--- src/rtl/mem_miss_arbiter_pkg.sv ---
// rtl/mem_miss_arbiter_pkg.sv - shared types and constants for the I$/D$ miss arbiter
package mem_miss_arbiter_pkg;

   localparam int DCACHE_LINE_WIDTH  = 64;
   localparam int THR_PER_CORE       = 2;
   localparam int THR_PER_CORE_WIDTH = 1;
   localparam int MEM_ARB_TIMEOUT    = 256;

   // Miss request as seen by memory; data carries the D$ writeback line.
   typedef struct packed {
      logic [31:0]                  addr;
      logic                         is_write;
      logic [DCACHE_LINE_WIDTH-1:0] data;
   } memory_request_t;

   typedef enum logic [1:0] {IDLE, ISSUE, WAIT_RSP} arb_state_t;

   typedef enum logic {SRC_IC, SRC_DC} arb_src_t;

   function automatic arb_src_t other_src(input arb_src_t s);
      return (s == SRC_IC) ? SRC_DC : SRC_IC;
   endfunction

endpackage

--- src/rtl/mem_miss_arbiter_if.sv ---
// rtl/mem_miss_arbiter_if.sv - cache miss port and memory port bundles
interface miss_port_if
   import mem_miss_arbiter_pkg::*;
#(
   parameter int LINE_W = DCACHE_LINE_WIDTH
);
   logic                          req_valid;
   memory_request_t               req_info;
   logic [THR_PER_CORE_WIDTH-1:0] req_thread_id;
   logic                          rsp_valid;
   logic [LINE_W-1:0]             rsp_data;
   logic [THR_PER_CORE_WIDTH-1:0] rsp_thread_id;
   logic                          rsp_bus_error;

   // master = cache side, slave = arbiter side
   modport master (output req_valid, req_info, req_thread_id,
                   input  rsp_valid, rsp_data, rsp_thread_id, rsp_bus_error);
   modport slave  (input  req_valid, req_info, req_thread_id,
                   output rsp_valid, rsp_data, rsp_thread_id, rsp_bus_error);
endinterface

interface mem_port_if
   import mem_miss_arbiter_pkg::*;
#(
   parameter int LINE_W = DCACHE_LINE_WIDTH
);
   logic                          req_valid;
   logic                          req_ready;
   memory_request_t               req_info;
   logic [THR_PER_CORE_WIDTH-1:0] req_thread_id;
   logic                          rsp_valid;
   logic [LINE_W-1:0]             rsp_data;
   logic                          rsp_bus_error;

   // master = arbiter side, slave = memory side
   modport master (output req_valid, req_info, req_thread_id,
                   input  req_ready, rsp_valid, rsp_data, rsp_bus_error);
   modport slave  (input  req_valid, req_info, req_thread_id,
                   output req_ready, rsp_valid, rsp_data, rsp_bus_error);
endinterface

--- src/rtl/mem_miss_arbiter_slot.sv ---
// rtl/mem_miss_arbiter_slot.sv - single-entry pending miss buffer with per-thread flush
module miss_req_slot
   import mem_miss_arbiter_pkg::*;
(
   input  logic                          clock,
   input  logic                          reset,
   input  logic                          load,
   input  memory_request_t               load_info,
   input  logic [THR_PER_CORE_WIDTH-1:0] load_thread,
   input  logic [THR_PER_CORE-1:0]       flush_thread,
   input  logic                          clear,
   output logic                          valid,
   output memory_request_t               info,
   output logic [THR_PER_CORE_WIDTH-1:0] thread
);
   logic load_ok;
   logic flush_hit;

   // A flush of the incoming thread beats the load in the same cycle.
   assign load_ok   = load && !flush_thread[load_thread];
   assign flush_hit = valid && flush_thread[thread];

   // Slot storage: load into an empty (or just-granted) slot, drop on grant or flush.
   always_ff @(posedge clock or posedge reset) begin
      if (reset) begin
         valid  <= 1'b0;
         info   <= '0;
         thread <= '0;
      end else if (load_ok && (!valid || clear)) begin
         valid  <= 1'b1;
         info   <= load_info;
         thread <= load_thread;
      end else if (clear || flush_hit) begin
         valid  <= 1'b0;
      end
   end

   // A pulse into an occupied slot is lost; caches must not issue a second miss.
   always_ff @(posedge clock) begin
      if (!reset)
         assert (!(load && valid && !clear)) else $error("miss_req_slot: request dropped, slot full");
   end
endmodule

--- src/rtl/mem_miss_arbiter.sv ---
// rtl/mem_miss_arbiter.sv - round-robin I$/D$ line-miss arbiter onto one memory port
module mem_miss_arbiter
   import mem_miss_arbiter_pkg::*;
#(
   parameter int LINE_W      = DCACHE_LINE_WIDTH,
   parameter int TIMEOUT_CYC = MEM_ARB_TIMEOUT
) (
   input  logic                    clock,
   input  logic                    reset,
   input  logic [THR_PER_CORE-1:0] flush_thread,
   miss_port_if.slave              ic,
   miss_port_if.slave              dc,
   mem_port_if.master              mem
);
   localparam int               CNT_W    = $clog2(TIMEOUT_CYC + 1);
   localparam logic [CNT_W-1:0] CNT_LAST = CNT_W'(TIMEOUT_CYC - 1);
   localparam logic [CNT_W-1:0] CNT_MAX  = CNT_W'(TIMEOUT_CYC);

   arb_state_t                    state, state_next;
   arb_src_t                      rr, owner, grant_src;
   logic                          grant, accept, finish, timeout_hit;
   logic                          discard, stale;
   logic [CNT_W-1:0]              count;
   logic                          ic_slot_valid, dc_slot_valid, ic_clear, dc_clear;
   memory_request_t               ic_slot_info, dc_slot_info, grant_info, req_info_q;
   logic [THR_PER_CORE_WIDTH-1:0] ic_slot_thread, dc_slot_thread, grant_thread, req_thread_q;
   logic                          rsp_fire, to_ic, to_dc, rsp_error;
   logic [LINE_W-1:0]             rsp_line;

   miss_req_slot u_ic_slot (
      .clock(clock), .reset(reset), .load(ic.req_valid), .load_info(ic.req_info),
      .load_thread(ic.req_thread_id), .flush_thread(flush_thread), .clear(ic_clear),
      .valid(ic_slot_valid), .info(ic_slot_info), .thread(ic_slot_thread)
   );

   miss_req_slot u_dc_slot (
      .clock(clock), .reset(reset), .load(dc.req_valid), .load_info(dc.req_info),
      .load_thread(dc.req_thread_id), .flush_thread(flush_thread), .clear(dc_clear),
      .valid(dc_slot_valid), .info(dc_slot_info), .thread(dc_slot_thread)
   );

   assign ic_clear     = grant && (grant_src == SRC_IC);
   assign dc_clear     = grant && (grant_src == SRC_DC);
   assign grant_info   = (grant_src == SRC_DC) ? dc_slot_info   : ic_slot_info;
   assign grant_thread = (grant_src == SRC_DC) ? dc_slot_thread : ic_slot_thread;

   assign mem.req_valid     = (state == ISSUE);
   assign mem.req_info      = req_info_q;
   assign mem.req_thread_id = req_thread_q;

   // Timeouts return an all-zero line flagged as a bus error.
   assign rsp_fire  = (finish || timeout_hit) && !discard;
   assign to_ic     = rsp_fire && (owner == SRC_IC);
   assign to_dc     = rsp_fire && (owner == SRC_DC);
   assign rsp_line  = finish ? mem.rsp_data : '0;
   assign rsp_error = finish ? mem.rsp_bus_error : 1'b1;

   // State register.
   always_ff @(posedge clock or posedge reset) begin
      if (reset) state <= IDLE;
      else       state <= state_next;
   end

   // Next-state and per-cycle control strobes.
   always_comb begin
      state_next  = state;
      grant       = 1'b0;
      grant_src   = SRC_IC;
      accept      = 1'b0;
      finish      = 1'b0;
      timeout_hit = 1'b0;
      case (state)
         IDLE: begin
            if (ic_slot_valid || dc_slot_valid) begin
               grant      = 1'b1;
               grant_src  = (ic_slot_valid && dc_slot_valid) ? rr :
                            (dc_slot_valid ? SRC_DC : SRC_IC);
               state_next = ISSUE;
            end
         end
         ISSUE: begin
            if (mem.req_ready) begin
               accept     = 1'b1;
               state_next = WAIT_RSP;
            end
         end
         WAIT_RSP: begin
            if (mem.rsp_valid) begin
               finish     = 1'b1;
               state_next = IDLE;
            end else if (count == CNT_LAST) begin
               timeout_hit = 1'b1;
               state_next  = IDLE;
            end
         end
         default: state_next = IDLE;
      endcase
   end

   // Grant bookkeeping: request registers, owner, rr pointer, discard, timeout and stale tracking.
   always_ff @(posedge clock or posedge reset) begin
      if (reset) begin
         rr           <= SRC_IC;
         owner        <= SRC_IC;
         req_info_q   <= '0;
         req_thread_q <= '0;
         discard      <= 1'b0;
         stale        <= 1'b0;
         count        <= '0;
      end else begin
         if (grant) begin
            owner        <= grant_src;
            req_info_q   <= grant_info;
            req_thread_q <= grant_thread;
            discard      <= flush_thread[grant_thread];
            if (ic_slot_valid && dc_slot_valid)
               rr <= other_src(grant_src);
         end else if (state != IDLE && flush_thread[req_thread_q]) begin
            discard <= 1'b1;
         end
         if (accept)
            count <= '0;
         else if (state == WAIT_RSP && count != CNT_MAX)
            count <= count + 1'b1;
         if (timeout_hit)
            stale <= 1'b1;
         else if (mem.rsp_valid && state != WAIT_RSP)
            stale <= 1'b0;
      end
   end

   // Response demux: one-cycle pulse to the owning cache.
   always_ff @(posedge clock or posedge reset) begin
      if (reset) begin
         ic.rsp_valid     <= 1'b0;
         ic.rsp_data      <= '0;
         ic.rsp_thread_id <= '0;
         ic.rsp_bus_error <= 1'b0;
         dc.rsp_valid     <= 1'b0;
         dc.rsp_data      <= '0;
         dc.rsp_thread_id <= '0;
         dc.rsp_bus_error <= 1'b0;
      end else begin
         ic.rsp_valid     <= to_ic;
         ic.rsp_data      <= to_ic ? rsp_line : '0;
         ic.rsp_thread_id <= to_ic ? req_thread_q : '0;
         ic.rsp_bus_error <= to_ic && rsp_error;
         dc.rsp_valid     <= to_dc;
         dc.rsp_data      <= to_dc ? rsp_line : '0;
         dc.rsp_thread_id <= to_dc ? req_thread_q : '0;
         dc.rsp_bus_error <= to_dc && rsp_error;
      end
   end

   // A response with nothing outstanding is only legal when it absorbs a timed-out txn.
   always_ff @(posedge clock) begin
      if (!reset && state == IDLE && mem.rsp_valid)
         assert (stale) else $error("mem_miss_arbiter: unexpected memory response while idle");
   end
endmodule

--- src/flat_wrapper.sv ---
// flat-port wrapper written by rule: the top's interface ports become plain ports
module mem_miss_arbiter_flat import mem_miss_arbiter_pkg::*;
#(
   parameter int LINE_W      = DCACHE_LINE_WIDTH,
   parameter int TIMEOUT_CYC = MEM_ARB_TIMEOUT
)
  (clock, reset, flush_thread, ic_req_valid, ic_req_info, ic_req_thread_id, ic_rsp_valid, ic_rsp_data, ic_rsp_thread_id, ic_rsp_bus_error, dc_req_valid, dc_req_info, dc_req_thread_id, dc_rsp_valid, dc_rsp_data, dc_rsp_thread_id, dc_rsp_bus_error, mem_req_valid, mem_req_info, mem_req_thread_id, mem_req_ready, mem_rsp_valid, mem_rsp_data, mem_rsp_bus_error);
  miss_port_if #(.LINE_W(LINE_W)) ic_i ();
  miss_port_if #(.LINE_W(LINE_W)) dc_i ();
  mem_port_if #(.LINE_W(LINE_W)) mem_i ();
  input  logic clock;
  input  logic reset;
  input  logic [THR_PER_CORE-1:0] flush_thread;
  input wire logic [$bits(ic_i.req_valid)-1:0] ic_req_valid;
  input wire logic [$bits(ic_i.req_info)-1:0] ic_req_info;
  input wire logic [$bits(ic_i.req_thread_id)-1:0] ic_req_thread_id;
  output wire logic [$bits(ic_i.rsp_valid)-1:0] ic_rsp_valid;
  output wire logic [$bits(ic_i.rsp_data)-1:0] ic_rsp_data;
  output wire logic [$bits(ic_i.rsp_thread_id)-1:0] ic_rsp_thread_id;
  output wire logic [$bits(ic_i.rsp_bus_error)-1:0] ic_rsp_bus_error;
  input wire logic [$bits(dc_i.req_valid)-1:0] dc_req_valid;
  input wire logic [$bits(dc_i.req_info)-1:0] dc_req_info;
  input wire logic [$bits(dc_i.req_thread_id)-1:0] dc_req_thread_id;
  output wire logic [$bits(dc_i.rsp_valid)-1:0] dc_rsp_valid;
  output wire logic [$bits(dc_i.rsp_data)-1:0] dc_rsp_data;
  output wire logic [$bits(dc_i.rsp_thread_id)-1:0] dc_rsp_thread_id;
  output wire logic [$bits(dc_i.rsp_bus_error)-1:0] dc_rsp_bus_error;
  output wire logic [$bits(mem_i.req_valid)-1:0] mem_req_valid;
  output wire logic [$bits(mem_i.req_info)-1:0] mem_req_info;
  output wire logic [$bits(mem_i.req_thread_id)-1:0] mem_req_thread_id;
  input wire logic [$bits(mem_i.req_ready)-1:0] mem_req_ready;
  input wire logic [$bits(mem_i.rsp_valid)-1:0] mem_rsp_valid;
  input wire logic [$bits(mem_i.rsp_data)-1:0] mem_rsp_data;
  input wire logic [$bits(mem_i.rsp_bus_error)-1:0] mem_rsp_bus_error;
  assign ic_i.req_valid = ic_req_valid;
  assign ic_i.req_info = ic_req_info;
  assign ic_i.req_thread_id = ic_req_thread_id;
  assign ic_rsp_valid = ic_i.rsp_valid;
  assign ic_rsp_data = ic_i.rsp_data;
  assign ic_rsp_thread_id = ic_i.rsp_thread_id;
  assign ic_rsp_bus_error = ic_i.rsp_bus_error;
  assign dc_i.req_valid = dc_req_valid;
  assign dc_i.req_info = dc_req_info;
  assign dc_i.req_thread_id = dc_req_thread_id;
  assign dc_rsp_valid = dc_i.rsp_valid;
  assign dc_rsp_data = dc_i.rsp_data;
  assign dc_rsp_thread_id = dc_i.rsp_thread_id;
  assign dc_rsp_bus_error = dc_i.rsp_bus_error;
  assign mem_req_valid = mem_i.req_valid;
  assign mem_req_info = mem_i.req_info;
  assign mem_req_thread_id = mem_i.req_thread_id;
  assign mem_i.req_ready = mem_req_ready;
  assign mem_i.rsp_valid = mem_rsp_valid;
  assign mem_i.rsp_data = mem_rsp_data;
  assign mem_i.rsp_bus_error = mem_rsp_bus_error;
  mem_miss_arbiter #(.LINE_W(LINE_W), .TIMEOUT_CYC(TIMEOUT_CYC)) u_core (.clock(clock), .reset(reset), .flush_thread(flush_thread), .ic(ic_i), .dc(dc_i), .mem(mem_i));
endmodule
--- config.mk ---
export PLATFORM = sky130hd
export DESIGN_NAME = mem_miss_arbiter_flat
export DESIGN_NICKNAME = d
export VERILOG_FILES = /design/src/rtl/mem_miss_arbiter_pkg.sv /design/src/rtl/mem_miss_arbiter_if.sv /design/src/rtl/mem_miss_arbiter_slot.sv /design/src/rtl/mem_miss_arbiter.sv /design/src/flat_wrapper.sv
export SDC_FILE = /design/constraint.sdc
export NUM_CORES = 1
export LEC_CHECK = 0
export ABC_AREA = 1
export CAP_MARGIN = 10
export CELL_PAD_IN_SITES_DETAIL_PLACEMENT = 0
export CELL_PAD_IN_SITES_GLOBAL_PLACEMENT = 1
export CORE_UTILIZATION = 35
export CTS_CLUSTER_SIZE = 40
export DETAILED_ROUTE_END_ITERATION = 10
export GPL_TIMING_DRIVEN = 0
export PLACE_DENSITY = 0.86
export SLEW_MARGIN = 10
export SYNTH_ARGS = -nofsm -noshare
export SYNTH_HDL_FRONTEND = slang
export SYNTH_SLANG_ARGS = --single-unit
--- constraint.sdc ---
create_clock -name clock -period 22.6 [get_ports clock]
set_input_delay 4.52 -clock clock [delete_from_list [all_inputs] [get_ports clock]]
set_output_delay 4.52 -clock clock [all_outputs]
set_load 0.005 [all_outputs]
Word-level counts from Yosys, hierarchy flattened
Index checks and enable logic that the tools add are counted.
{"block": "totals", "ff_bits": 444, "word_cells": 125}
{"block": "classes", "n_bitwise": 2, "n_reduce_logical": 35, "order_cmp": 6, "eq_ne": 7, "add_sub_neg": 1, "muxes": 47}
{"cell": "$mux W64", "count": 3}
{"cell": "$mux W97", "count": 1}
{"cell": "$mux W1", "count": 36}
{"cell": "$mux W9", "count": 2}
{"cell": "$logic_and A1 B1 Y1", "count": 16}
{"cell": "$lt A1 B2 Y1 const B", "count": 6}
{"cell": "$reduce_bool A2 Y1", "count": 5}
{"cell": "$add A9 B1 Y9 const B", "count": 1}
{"cell": "$eq A9 B8 Y1 const B", "count": 1}
{"cell": "$ne A9 B9 Y1 const B", "count": 1}
{"cell": "$mux W2", "count": 4}
{"cell": "$logic_or A1 B1 Y1", "count": 6}
{"cell": "$pmux W2 S3", "count": 1}
{"cell": "$logic_not A1 Y1", "count": 5}
{"cell": "$ne A2 B1 Y1 const B", "count": 2}
{"cell": "$ne A3 B2 Y1 const B", "count": 1}
{"cell": "$reduce_and A3 Y1", "count": 1}
{"cell": "$eq A2 B1 Y1 const B", "count": 1}
{"cell": "$eq A2 B2 Y1 const B", "count": 1}
{"cell": "$logic_not A2 Y1", "count": 1}
{"cell": "$not A1 Y1", "count": 2}
{"cell": "$reduce_and A2 Y1", "count": 1}

Depth between registers and ports, before layout
{"block": "logic_depth", "ltp_word": 9, "mapped_depth": 11, "mapped_depth_nobuf": 9}

Cells and area by module
From an unflattened synthesis, not the netlist that was laid out.
{"block": "unflattened", "hier_cells": 1898, "hier_area_um2": 17885.9}
{"mod": "mem_miss_arbiter", "area_each_um2": 10045.9, "cells_per_inst": 1020, "seq_area_each_um2": 6155.9, "n_inst": 1}
{"mod": "miss_req_slot", "area_each_um2": 3920.0, "cells_per_inst": 439, "seq_area_each_um2": 2477.4, "n_inst": 2}

Worst setup path after synthesis
OpenSTA, ideal clock, no wires.
{"block": "synth_path", "path_type": "input -> register", "from": "in flush_thread[1]", "to": "reg u_core.u_ic_slot.info[65] (netlist bit)", "path_buffers": 3, "t_arrival_ns": 5.654, "path_slack_ns": 16.880, "stages": 6, "t_required_ns": 22.534, "path_cell_list": "buf_2 a211oi_2 buf_4 buf_2 nand3_1 nand2_1"}
{"block": "synth_between", "elab_chain_len": 5}
{"element": "from (decl)", "line_no": "flat_wrapper.sv:13", "source": "input logic [THR_PER_CORE-1:0] flush_thread;"}
{"element": "$mux W1 (not written as such) (2 in a row)", "line_no": "mem_miss_arbiter_slot.sv:20", "source": "assign load_ok = load && !flush_thread[load_thread];"}
{"element": "$logic_not A1 Y1", "line_no": "mem_miss_arbiter_slot.sv:20"}
{"element": "$logic_and A1 B1 Y1", "line_no": "mem_miss_arbiter_slot.sv:20"}
{"element": "$logic_and A1 B1 Y1", "line_no": "mem_miss_arbiter_slot.sv:29", "source": "end else if (load_ok && (!valid || clear)) begin"}
{"element": "to (signal assigned)", "line_no": "mem_miss_arbiter_slot.sv:31", "source": "info <= load_info;"}
{"element": "to (decl)", "line_no": "mem_miss_arbiter_slot.sv:13", "source": "output memory_request_t info,"}
Every way passes these cells. The select of a mux whose other input is x is not followed.
A chain may end at the register's enable or synchronous reset.

Worst setup path in the final report
{"block": "layout_path", "from": "in flush_thread[0]", "to": "reg u_core.u_ic_slot.info[55] (netlist bit)"}
Same word-level chain as after synthesis.

==> results.toml <==
[yosys]
muxShareOfSynthArea = 0
yosysTopAreaCellShare = 0.645
synth_nets = 2137
synth_top_family_by_area = "simple AND/OR/NAND/NOR gates"
synth_most_common_cell = "nand2_1"
synth_top_area_cell = "dfrtp_1"
synthFlopType = "dfrtp_1"
synth_cells = 1865
ys_seq_area_frac = 0.645
syn_area_um2 = 17200
synth_compound_area_frac = 0.0648
synth_enable_flop_cells = 0
async_reset_ff_frac = 1.00
synth.distinct_cells = 30
synth_common_cells = "609 x nand2_1, 444 x dfrtp_1, 187 x o21ai_0, 128 x nor3_1, 115 x nand3_1"
synth_xor_area_frac = 0.00203
ys_ff_latch = 444
ys_warn_count = 0
synth_adder_area_share = 0.00218
avgSynthCellArea_um2 = 9.24
yosys-top-cells-area = "dfrtp_1 65%, nand2_1 13%, o21ai_0 5.4%"
synthSimpleGateAreaFrac = 0.233

[sta]
hold_ws_ps = 463
maxSlewViolCount = 0
setup_ws_ps = 16140
hold_viol = 0
max_slew_margin = 0.250
tns_ps = 0
clock.fmax_mhz = 155
fin_crit_ps = 6460
setup_viol = 0
worst_pin_slew_ps = 1120
grt_setup_unrepaired = "no"
fin_skew_ps = 12.9
finalCritPeriodShare = 0.286

[critical_path]
rr_startpoint = "u_core.count[0]"
worstPathRequired_ps = 23060
worst_setup_path_end_kind = "flip-flop"
worstSetupStartpointType = "primary input"
worstSetupPathType = "primary input to flip-flop"
cp.arrival_ps = 6920
cp_max_fo = 10
rr_endpoint = "u_core.ic.rsp_data[39]"
r2r_setup_slack_ps = 19540
r2r_cells = 11

[layout]
stdcell_count = 3120
nNetsFinal = 2692
area_growth_pct = 44.4
final_util = 0.516
nFillCells = 4409
drive_gt1_frac = 0.0574

[detailed_routing]
first_iter_violations = 833
ant_nets = 0
drc = 0
vias = 15000
wirelength_mm = 58.7
wl_per_cell_um = 18.8
viasPerCell = 4.82
first_pass_iters = 5

[power_and_ir_drop]
powerDensity_nw_per_um2 = 121
p_int_mw = 1.96
power.share.clock = 0.279
vdd_drop_max_mv = 0.0677
p_comb_frac = 0.313
switchingPower_mw = 1.04
p_seq_frac = 0.408
p_sw_frac = 0.347
leakagePower_nw = 11.8

[clock_tree]
clock_path_buffers = 3
numCtsBuffers = 49
cts-hold-fix-buffers = 0
postCtsSetupBuffers = 0
cts_tree = "done"
htree_levels = 2
path_clk_slew_ps = 60
root_buffer = "clkbuf_16"
worstSkewPairLatency_ps = 570
cts_num_sinks = 444
ctsResizeCount = 0

[global_routing]
grt-ovfl-total = 0
track_usage = 0.235
grt_max_degree = 128
antenna_found_initial = 11
grt_pass1_vias = 15300
grt_pass1_wl_mm = 89.5

[floorplanning]
fp.dieW_um = 224
coreArea_um2 = 48100
rows = 80
die_height_um = 224
initial_utilization = 0.358
io_pins = 502
die_area_um2 = 50100

[hold_path]
min_from = "u_core.u_ic_slot.info[43]"
whs_path_depth = 2
hold_end = "u_core.u_ic_slot.info[43]"
hp-class = "flip-flop to flip-flop"

[status]
status = "completed"

[job]
cap_violations = 0

[placement]
portBuffers = 500
pre_cts_ws_ps = 15480
place_congestion = 0.903
place_hpwl_mm = 43.8
dp.cells = 3025
how the worst max path moves through the flow:
stage                         start                   endpoint  slack [ps]
finish              flush_thread[0]  u_core.u_ic_slot.info[55]       16140
global placement              reset    u_core.mem.req_info[77]         960
global route        flush_thread[0]  u_core.u_ic_slot.info[55]       15980
CTS                 flush_thread[0]  u_core.u_ic_slot.info[55]       16080
floorplan                     reset            u_core.count[0]        5710
detailed placement  flush_thread[0]  u_core.u_ic_slot.info[55]       15480
state kept, by name, indices dropped and copies added (netlist names), 2 cells and up:
| name | flops |
|---|---|
| u_core.dc.rsp_data | 64 |
| u_core.state | 2 |
| u_core.ic.rsp_data | 64 |
| u_core.u_dc_slot.info | 97 |
| u_core.mem.req_info | 97 |
| u_core.count | 9 |
| u_core.u_ic_slot.info | 97 |
logic make-up (layout without fill, tap and decap cells):
kind of cell	after synthesis	count (layout)
adders and majority gates	3	3
buffers and inverters	218	810
and+or+nand+nor	977	977
xor gates and xnor gates	4	4
AOI/OAI and AO/OA	219	219
other	0	7
DFF	444	444
stage by stage:
stage	cell area, µm²	total power, mW
CTS	24800	3.04
floorplan	17200	1.71
detailed placement	23200	2.19
global placement	23100	2.16
finish	24900	3.01
global route	24900	3.21
per-layer routing:
metal,routed length [µm],global-route usage,up-vias
li1,-,-,7072
met1,23900,0.291,7319
met2,29000,0.397,540
met3,3970,0.0544,96
met4,1800,0.0897,8
met5,47,0,-
power by group through the flow:
stage,sequential [mW],combinational (mW),clock (mW)
3_3_place_gp,1.23,0.929,0
6_report,1.23,0.940,0.840
5_1_grt,1.26,1.06,0.889
2_1_floorplan,1.20,0.506,0
4_1_cts,1.23,0.958,0.858
3_5_place_dp,1.23,0.954,0
final cells by class:
| type | instances | area, µm² | share of cell area |
|---|---|---|---|
| flip-flops and latches | 444 | 11100 | 0.447 |
| clock inverters | 23 | 334 | 0.0134 |
| repair buffers | 504 | 5110 | 0.206 |
| diodes | 7 | 17.5 | 0.000704 |
| inverters | 94 | 360 | 0.0145 |
| plain buffers | 124 | 559 | 0.0225 |
| well taps | 656 | 821 | 0.0330 |
| multi-input cells | 1203 | 5200 | 0.209 |
| clock buffers | 65 | 1350 | 0.0541 |
worst max-delay path, cell delays in order:
cell	delay, ps
clkdlybuf4s50_1	450
inv_1	150
nor2_1	70
a211oi_2	870
nand2_4	280
buf_6	240
buf_2	190
nand2_1	80
nand2_1	50
cell usage in the layout (no fill, tap or decap), types with 7 or more instances in the layout:
cell type        synthesis  layout
nand3_1                115     115
nand4_1                  7       7
inv_1                   89      88
bufinv_16                0       8
diode_2                  0       7
buf_2                   38      38
o21ai_1                 23      23
clkbuf_1                71      81
clkdlybuf4s50_1          0     500
nor2_1                 111     111
clkinv_2                 0      10
nor3_1                 128     128
o21ai_0                187     187
dfrtp_1                444     444
clkbuf_16                0      49
nand2_1                609     609
Note: power is estimated with default switching activity, not from simulation.
